## src/rtl/vga_timing_generator.sv

```systemverilog
// ============================================================================
// vga_timing_generator: VGA raster counters with zero-latency sync/active decode
// Revision: 1.0
// ============================================================================
`default_nettype none

module vga_timing_generator #(
  parameter int WIDTH   = 640,
  parameter int HEIGHT  = 480,
  parameter int H_FRONT = 16,
  parameter int H_SYNC  = 96,
  parameter int H_BACK  = 48,
  parameter int V_FRONT = 10,
  parameter int V_SYNC  = 2,
  parameter int V_BACK  = 33
) (
  input  logic       clk25,
  input  logic       reset,
  output logic       screenEnd,
  output logic       active,
  output logic       hSync,
  output logic       vSync,
  output logic [9:0] x,
  output logic [8:0] y
);

  localparam int H_TOTAL = WIDTH + H_FRONT + H_SYNC + H_BACK;
  localparam int V_TOTAL = HEIGHT + V_FRONT + V_SYNC + V_BACK;

  localparam logic [9:0] c_h_last     = 10'(H_TOTAL - 1);
  localparam logic [9:0] c_v_last     = 10'(V_TOTAL - 1);
  localparam logic [9:0] c_width      = 10'(WIDTH);
  localparam logic [9:0] c_height     = 10'(HEIGHT);
  localparam logic [9:0] c_hs_start   = 10'(WIDTH + H_FRONT);
  localparam logic [9:0] c_hs_end     = 10'(WIDTH + H_FRONT + H_SYNC);
  localparam logic [9:0] c_vs_start   = 10'(HEIGHT + V_FRONT);
  localparam logic [9:0] c_vs_end     = 10'(HEIGHT + V_FRONT + V_SYNC);

  logic [9:0] hcount_q, hcount_d;
  logic [9:0] vcount_q, vcount_d;
  logic       w_h_wrap;

  always_comb begin
    hcount_d = hcount_q + 10'd1;
    vcount_d = vcount_q;
    w_h_wrap = (hcount_q == c_h_last);
    if (w_h_wrap) begin
      hcount_d = '0;
      vcount_d = (vcount_q == c_v_last) ? '0 : vcount_q + 10'd1;
    end
  end

  always_ff @(posedge clk25 or posedge reset) begin
    if (reset) begin
      hcount_q <= '0;
      vcount_q <= '0;
    end else begin
      hcount_q <= hcount_d;
      vcount_q <= vcount_d;
    end
  end

  // All decodes use the full 10-bit counters; y alone is ambiguous above line 511.
  assign active    = (hcount_q < c_width) && (vcount_q < c_height);
  assign hSync     = !((hcount_q >= c_hs_start) && (hcount_q < c_hs_end));
  assign vSync     = !((vcount_q >= c_vs_start) && (vcount_q < c_vs_end));
  assign screenEnd = (hcount_q == 10'd0) && (vcount_q == c_height);
  assign x         = hcount_q;
  assign y         = vcount_q[8:0];

endmodule

`default_nettype wire

```

## config.mk

```make
export PLATFORM = sky130hd
export DESIGN_NAME = vga_timing_generator
export DESIGN_NICKNAME = d
export VERILOG_FILES = /design/src/rtl/vga_timing_generator.sv
export SDC_FILE = /design/constraint.sdc
export NUM_CORES = 1
export LEC_CHECK = 0
export BUFFER_PORTS_ARGS = -buffer_cell sky130_fd_sc_hd__buf_2
export CORE_ASPECT_RATIO = 0.5
export CORE_UTILIZATION = 40
export CTS_CLUSTER_DIAMETER = 200
export DETAILED_ROUTE_END_ITERATION = 6
export GPL_ROUTABILITY_DRIVEN = 0
export PLACE_DENSITY = 0.63
export SLEW_MARGIN = 20
export SYNTH_ARGS = -nofsm -noshare
export SYNTH_HDL_FRONTEND = slang
export SYNTH_SLANG_ARGS = --single-unit
```

## constraint.sdc

```tcl
create_clock -name clk25 -period 1.7 [get_ports clk25]
set_clock_uncertainty 0.15 [all_clocks]
set_input_delay 0.17 -clock clk25 [delete_from_list [all_inputs] [get_ports clk25]]
set_output_delay 0.17 -clock clk25 [all_outputs]
set_load 0.005 [all_outputs]
```

==> results of run 1 <==
-- Yosys cell counts --
cell      number
a41o_1         1
nand3_1       12
and3_1         2
dfrtp_1       20
a21oi_1        1
nor4_1         4
nor2_1        11
ha_1           4
nand2_1        4
nand4b_1       1
or4b_4         1
or3_1          1
nor3_4         1
inv_1          8
or4_1          1
o21ai_0        5
clkbuf_1       1
o21a_1         1
or3_2          1
buf_4          9
nand4_1        9
a21boi_0       1
xnor2_1        9
xor2_1         4
buf_6          2
nor3_1         1
and2_1         4
buf_2          1
o31ai_1        1
nor4b_1        3
nor2b_1        1
-- state kept, by name (all words and copies together), names as in the netlist --
signal,flops
vcount_q,10
x,10
-- timing repair --
item | CTS | global route
endpoints found under the setup margin | 14 | 19
resized for setup | 25 | 14
pin swaps | 11 | 7
cloned | 0 | 0
hold buffers | 1 | 0
buffers inserted | 6 | 3
hold endpoints to repair | 20 | 0
-- area by class of cell --
type,count,area share [%]
multi-input combinational,84,38.4
clock buffer,3,2.26
timing repair buffer,70,27.8
tap,37,2.54
inverter,8,1.64
sequential,20,27.4
-- metal layers --
| layer | up-vias | share of wire [%] |
|---|---|---|
| met2 | 22 | 49 |
| met5 | - | 0 |
| met4 | 0 | 1.0 |
| li1 | 560 | - |
| met1 | 579 | 46 |
| met3 | 4 | 4.1 |
-- power by group through the flow --
stage	sequential [uW]	combinational (uW)	clock (uW)
after global routing	475	16.4	340
final	476	14.3	314
after detailed placement	485	13.0	0
after floorplan	485	7.13	0
after CTS	476	14.8	313
after global placement	485	12.8	0
-- path summary, 6_finish.rpt --
path / from / to / cells past startpoint / slack, ns
max in group asynchronous: reset / vcount_q[8] / 4 / 0.86
setup / recovery: x[5] / vcount_q[8] / 6 / -0.22
min in group clk25: vcount_q[8] / vcount_q[8] / 2 / 0.43
setup reg to reg: x[5] / vcount_q[8] / 6 / -0.22
hold / removal: reset / x[2] / 4 / 0.33
hold reg to reg: vcount_q[8] / vcount_q[8] / 2 / 0.43
-- cells by family (layout without fill, tap and decap cells) --
group | after synthesis | in the layout | synth area share, %
simple gates | 57 | 57 | 28.0
buf+inv | 21 | 81 | 10.8
flops | 20 | 20 | 42.1
xor+xnor | 13 | 13 | 9.58
compound gates | 10 | 10 | 5.26
fa+ha+maj | 4 | 4 | 4.21
-- per-stage QoR --
step | setup TNS (ns) | utilization (%) | setup slack [ns] | hold WS [ns]
2_1_floorplan | -0.878 | - | -0.163 | -0.0162
3_3_place_gp | -0.920 | 57.1 | -0.136 | 0.0558
3_5_place_dp | -0.909 | 57.1 | -0.112 | 0.0637
4_1_cts | -2.01 | 65.2 | -0.203 | 0.340
5_1_grt | -3.34 | 67.6 | -0.296 | 0.363
6_report | -2.37 | 67.6 | -0.219 | 0.330
-- worst register-to-register path, stage by stage, from the launching register on --
cell and delay, ns:
dfrtp_1 0.41, buf_4 0.14, or4b_4 0.52, nor3_4 0.19, buf_6 0.16, nand4_1 0.10
xnor2_1 0.15
==> reports/qor.csv, run 1 <==
metric;value;unit
Vias/cell;5.25;
Top Usage Layer GRT;met2;
routed length per instance;14.7;um
critical path type;register to register;
number of global-route vias before repair;1071;
combinational share of power;1.8;%
Tot Pwr;804;uW
critical path's largest stage delay;0.52;ns
Synth area leader;dfrtp_1;
hpwl dp;2210;um
sw frac;20.7;%
Tightest Pin Transition;0.290;ns
met3 Usage GRT;6.14;%
Tcrit/Tclk final;113;%
met1 GRT Util;25.1;%
Post-route DRC;0;
CP max-delay cell;or4b_4;
CP Launch Type;register;
Syn Area/Cell;9.51;sq um
Cells after Synth;125;
router iterations before antenna repair;4;
first-pass GRT wire length;4830;um
leak pwr;0.000911;uW
CTS tree;built;
Netlist cell types;31;
post-synthesis net count;131;
crit path max fanout;6;
area of the multi-input gates;701;sq um
I/O pins;25;
share of cells above drive strength 1;52.4;%
finished layout cell area;1830;sq um
NumNets Final;193;
diode count;0;
initial antenna violation count;0;
Final Instance Count excl. Fillers;222;
Slew headroom;80.5;%
DRT iter0 DRCs;28;
Post-Syn Area;1190;sq um
Reg power frac;59.2;%
post-synthesis sequential area ratio;42.1;%
Port Buffer Count;24;
fillers;211;
Synthesis Warnings;0;
violated checks;negative setup slack;
Yosys reg bits;20;
Placed Cells;210;
ANT nets after route;0;
pwr/cell area;440;nW/um^2
arrival time worst endpoint;1.92;ns
final hold violation count;0;
H-tree Lvls;1;
Final setup viols;17;
Max Cap Viol;0;
Reg area;500;sq um
Worst-Skew Late Latency;0.26;ns
largest net degree at the start of global routing;21;
clock slew at reported path FFs;0.07;ns
Root Driver;clkbuf_8;
crit path buf inv count;2;
commonest non-fill, non-tap cells in the layout;37 x buf_4, 24 x buf_2, 20 x dfrtp_1;
crit path time final;1.92;ns
final worst setup slack;-0.219;ns
most common cell after layout, fill and taps aside;buf_4;
Vias;1165;
die area;3210;sq um
initial core utilization;44.0;%
GR Util met2;39.2;%
outcome;finished with violations;
crit path cell chain;buf_4 > or4b_4 > nor3_4 > buf_6 > nand4_1 > xnor2_1;
Synth top area share;42.1;%
die height;40.5;um
unrepaired setup endpoints after global routing;yes;
core area;2700;sq um
grt total ovfl;0;
Max Root-Sink Buffers;2;
die width;79.1;um
max-slew violation count;0;
Sw Pwr;166;uW
top cells by area, synth;dfrtp_1 42%, xnor2_1 6.6%, buf_4 5.7%, nand3_1 5.1%, nand4_1 4.7%;
Area Growth Syn to Fin;53.6;%
fmax;521;MHz
CP Data Required Time;1.70;ns
post-placement cell area;1540;sq um
CTS Buf Count;3;
DRT Wirelength;3260;um
gr usage total;21.2;%
VDD IR max;0.395;mV
# rows;13;
Worst Setup End Kind;register;
Clock Power Share;39.1;%
Hold Path Class;input pin to async pin;
# clock sinks;20;
kind of cell adding the most delay to the critical path;simple AND/OR/NAND/NOR gates;
P_int;638;uW
Note: power is estimated with default switching activity, not from simulation.
==> run 2, diff against run 1 <==
--- a/config.mk
+++ b/config.mk
@@ -11,6 +11,7 @@
 export CTS_CLUSTER_DIAMETER = 200
 export DETAILED_ROUTE_END_ITERATION = 6
 export GPL_ROUTABILITY_DRIVEN = 0
+export MAX_ROUTING_LAYER = met4
 export PLACE_DENSITY = 0.63
 export SLEW_MARGIN = 20
 export SYNTH_ARGS = -nofsm -noshare
==> run 2 against run 1 <==
  * The flow still finishes with violations (negative setup slack)
  * Setup slack worse by 0.0051 ns
  * Final cell count stayed put
  * Power hardly changed
  * Combinational power hardly changed
  * Worst hold slack worse by 0.0011 ns
  * First-iteration DRC count is 7.1% higher
  * Flip-flop and latch count stayed put
  * Register-to-register slack hardly changed
  * Clock-buffer cell count stayed put
  * Fmax is 0.27% lower
==> reports/qor.csv, run 2 (synthesis gave the netlist of run 1 again) <==
metric;value;unit;change
initial core utilization;44.0;%;unchanged
Reg area;500;sq um;unchanged
Max Root-Sink Buffers;2;;unchanged
crit path time final;1.92;ns;about the same
Tightest Pin Transition;0.289;ns;was 0.290 ns
Tcrit/Tclk final;113;%;about the same
DRT Wirelength;3250;um;was 3260 um
die width;79.1;um;unchanged
area of the multi-input gates;701;sq um;unchanged
Final setup viols;17;;unchanged
finished layout cell area;1830;sq um;unchanged
outcome;finished with violations;;unchanged
Area Growth Syn to Fin;53.6;%;unchanged
CTS tree;built;;unchanged
unrepaired setup endpoints after global routing;yes;;unchanged
sw frac;20.6;%;was 20.7%
VDD IR max;0.394;mV;was 0.395 mV
worst flop-to-flop path startpoint;x[5];;unchanged
share of cells above drive strength 1;52.4;%;unchanged
I/O pins;25;;unchanged
gr usage total;21.9;%;was 21.2%
Max Cap Viol;0;;unchanged
final worst setup slack;-0.224;ns;was -0.219 ns
Worst setup startpoint;x[5];;unchanged
met3 Usage GRT;6.14;%;unchanged
routed length per instance;14.6;um;was 14.7 um
router iterations before antenna repair;4;;unchanged
clock slew at reported path FFs;0.07;ns;about the same
most common cell after layout, fill and taps aside;buf_4;;unchanged
crit path max fanout;6;;unchanged
violated checks;negative setup slack;;unchanged
number of global-route vias before repair;1071;;unchanged
final core utilization;67.6;%;unchanged
DRT iter0 DRCs;30;;was 28
leak pwr;0.000911;uW;unchanged
grt total ovfl;0;;unchanged
GR Util met2;39.2;%;unchanged
Sw Pwr;165;uW;was 166 uW
pre-CTS setup slack;-0.112;ns;unchanged
arrival time worst endpoint;1.92;ns;about the same
max-slew violation count;0;;unchanged
diode count;0;;unchanged
Slew headroom;80.6;%;was 80.5%
combinational share of power;1.8;%;about the same
CP Data Required Time;1.70;ns;about the same
Port Buffer Count;24;;unchanged
Placed Cells;210;;unchanged
critical path type;register to register;;unchanged
Post-route DRC;0;;unchanged
Final Instance Count excl. Fillers;222;;unchanged
R2R setup slack;-0.22;ns;about the same
CTS Buf Count;3;;unchanged
Vias/cell;5.23;;was 5.25
Hold Path Class;input pin to async pin;;unchanged
CP Launch Type;register;;unchanged
post-placement cell area;1540;sq um;unchanged
Top Usage Layer GRT;met2;;unchanged
Vias;1162;;was 1165
NumNets Final;193;;unchanged
# clock sinks;20;;unchanged
Worst Setup End Kind;register;;unchanged
pwr/cell area;440;nW/um^2;about the same
core area;2700;sq um;unchanged
Clock Power Share;39.0;%;was 39.1%
Tot Pwr;803;uW;was 804 uW
final hold violation count;0;;unchanged
fmax;520;MHz;was 521 MHz
ANT nets after route;0;;unchanged
first-pass GRT wire length;4830;um;unchanged
Reg power frac;59.2;%;about the same
initial antenna violation count;0;;unchanged
Worst-Skew Late Latency;0.26;ns;about the same
P_int;638;uW;about the same
Root Driver;clkbuf_8;;unchanged
hpwl dp;2210;um;unchanged
met1 GRT Util;25.1;%;unchanged
fillers;211;;unchanged
# rows;13;;unchanged
die area;3210;sq um;unchanged
largest net degree at the start of global routing;21;;unchanged
die height;40.5;um;unchanged
H-tree Lvls;1;;unchanged
commonest non-fill, non-tap cells in the layout;37 x buf_4, 24 x buf_2, 20 x dfrtp_1;;unchanged
run 2: cell counts in the layout (fill, tap and decap cells not counted):
No cell type changed its count.
run 2: area by class of cell:
cell class | count | area share [%]
flip-flops and latches | 20 | 27.4
repair buffers | 70 | 27.8
clock buffers | 3 | 2.26
inverters | 8 | 1.64
multi-input cells | 84 | 38.4
well taps | 37 | 2.54
run 2: through the flow:
| step | setup TNS, ns | hold WS (ns) |
|---|---|---|
| 2_1_floorplan | -0.878 | -0.0162 |
| 3_3_place_gp | -0.920 | 0.0558 |
| 3_5_place_dp | -0.909 | 0.0637 |
| 4_1_cts | -2.01 | 0.340 |
| 5_1_grt | -3.34 | 0.363 |
| 6_report | -2.44 | 0.329 |
run 2: routing by layer:
metal | vias up | wire, um
li1 | 558 | -
met1 | 574 | 1450
met2 | 26 | 1610
met3 | 4 | 156
met4 | 0 | 35
met5 | - | 0
run 2: worst paths after layout:
kind                               end  depth (start not counted)
max                        vcount_q[8]                          6
max reg2reg                vcount_q[8]                          6
min                               x[2]                          4
max in group asynchronous  vcount_q[8]                          4
min in group clk25         vcount_q[8]                          2
min reg2reg                vcount_q[8]                          2
run 2: worst max-delay path, stage by stage, from the launching register on:
cell,delay [ns]
dfrtp_1,0.41
buf_4,0.14
or4b_4,0.52
nor3_4,0.19
buf_6,0.16
nand4_1,0.10
xnor2_1,0.15
run 2: power groups by stage:
stage	sequential (uW)	clock [uW]	combinational [uW]
detailed placement	485	0	13.0
floorplan	485	0	7.13
global placement	485	0	12.8
CTS	476	313	14.8
finish	476	313	14.3
global route	475	340	16.4
run 2: what timing repair did:
item                       in CTS  in global routing
setup endpoints to repair      14                 19
hold endpoints to repair       20                  0
hold buffers                    1                  0
gates resized for setup        25                 14
pin swaps                      11                  7
buffers inserted                6                  3
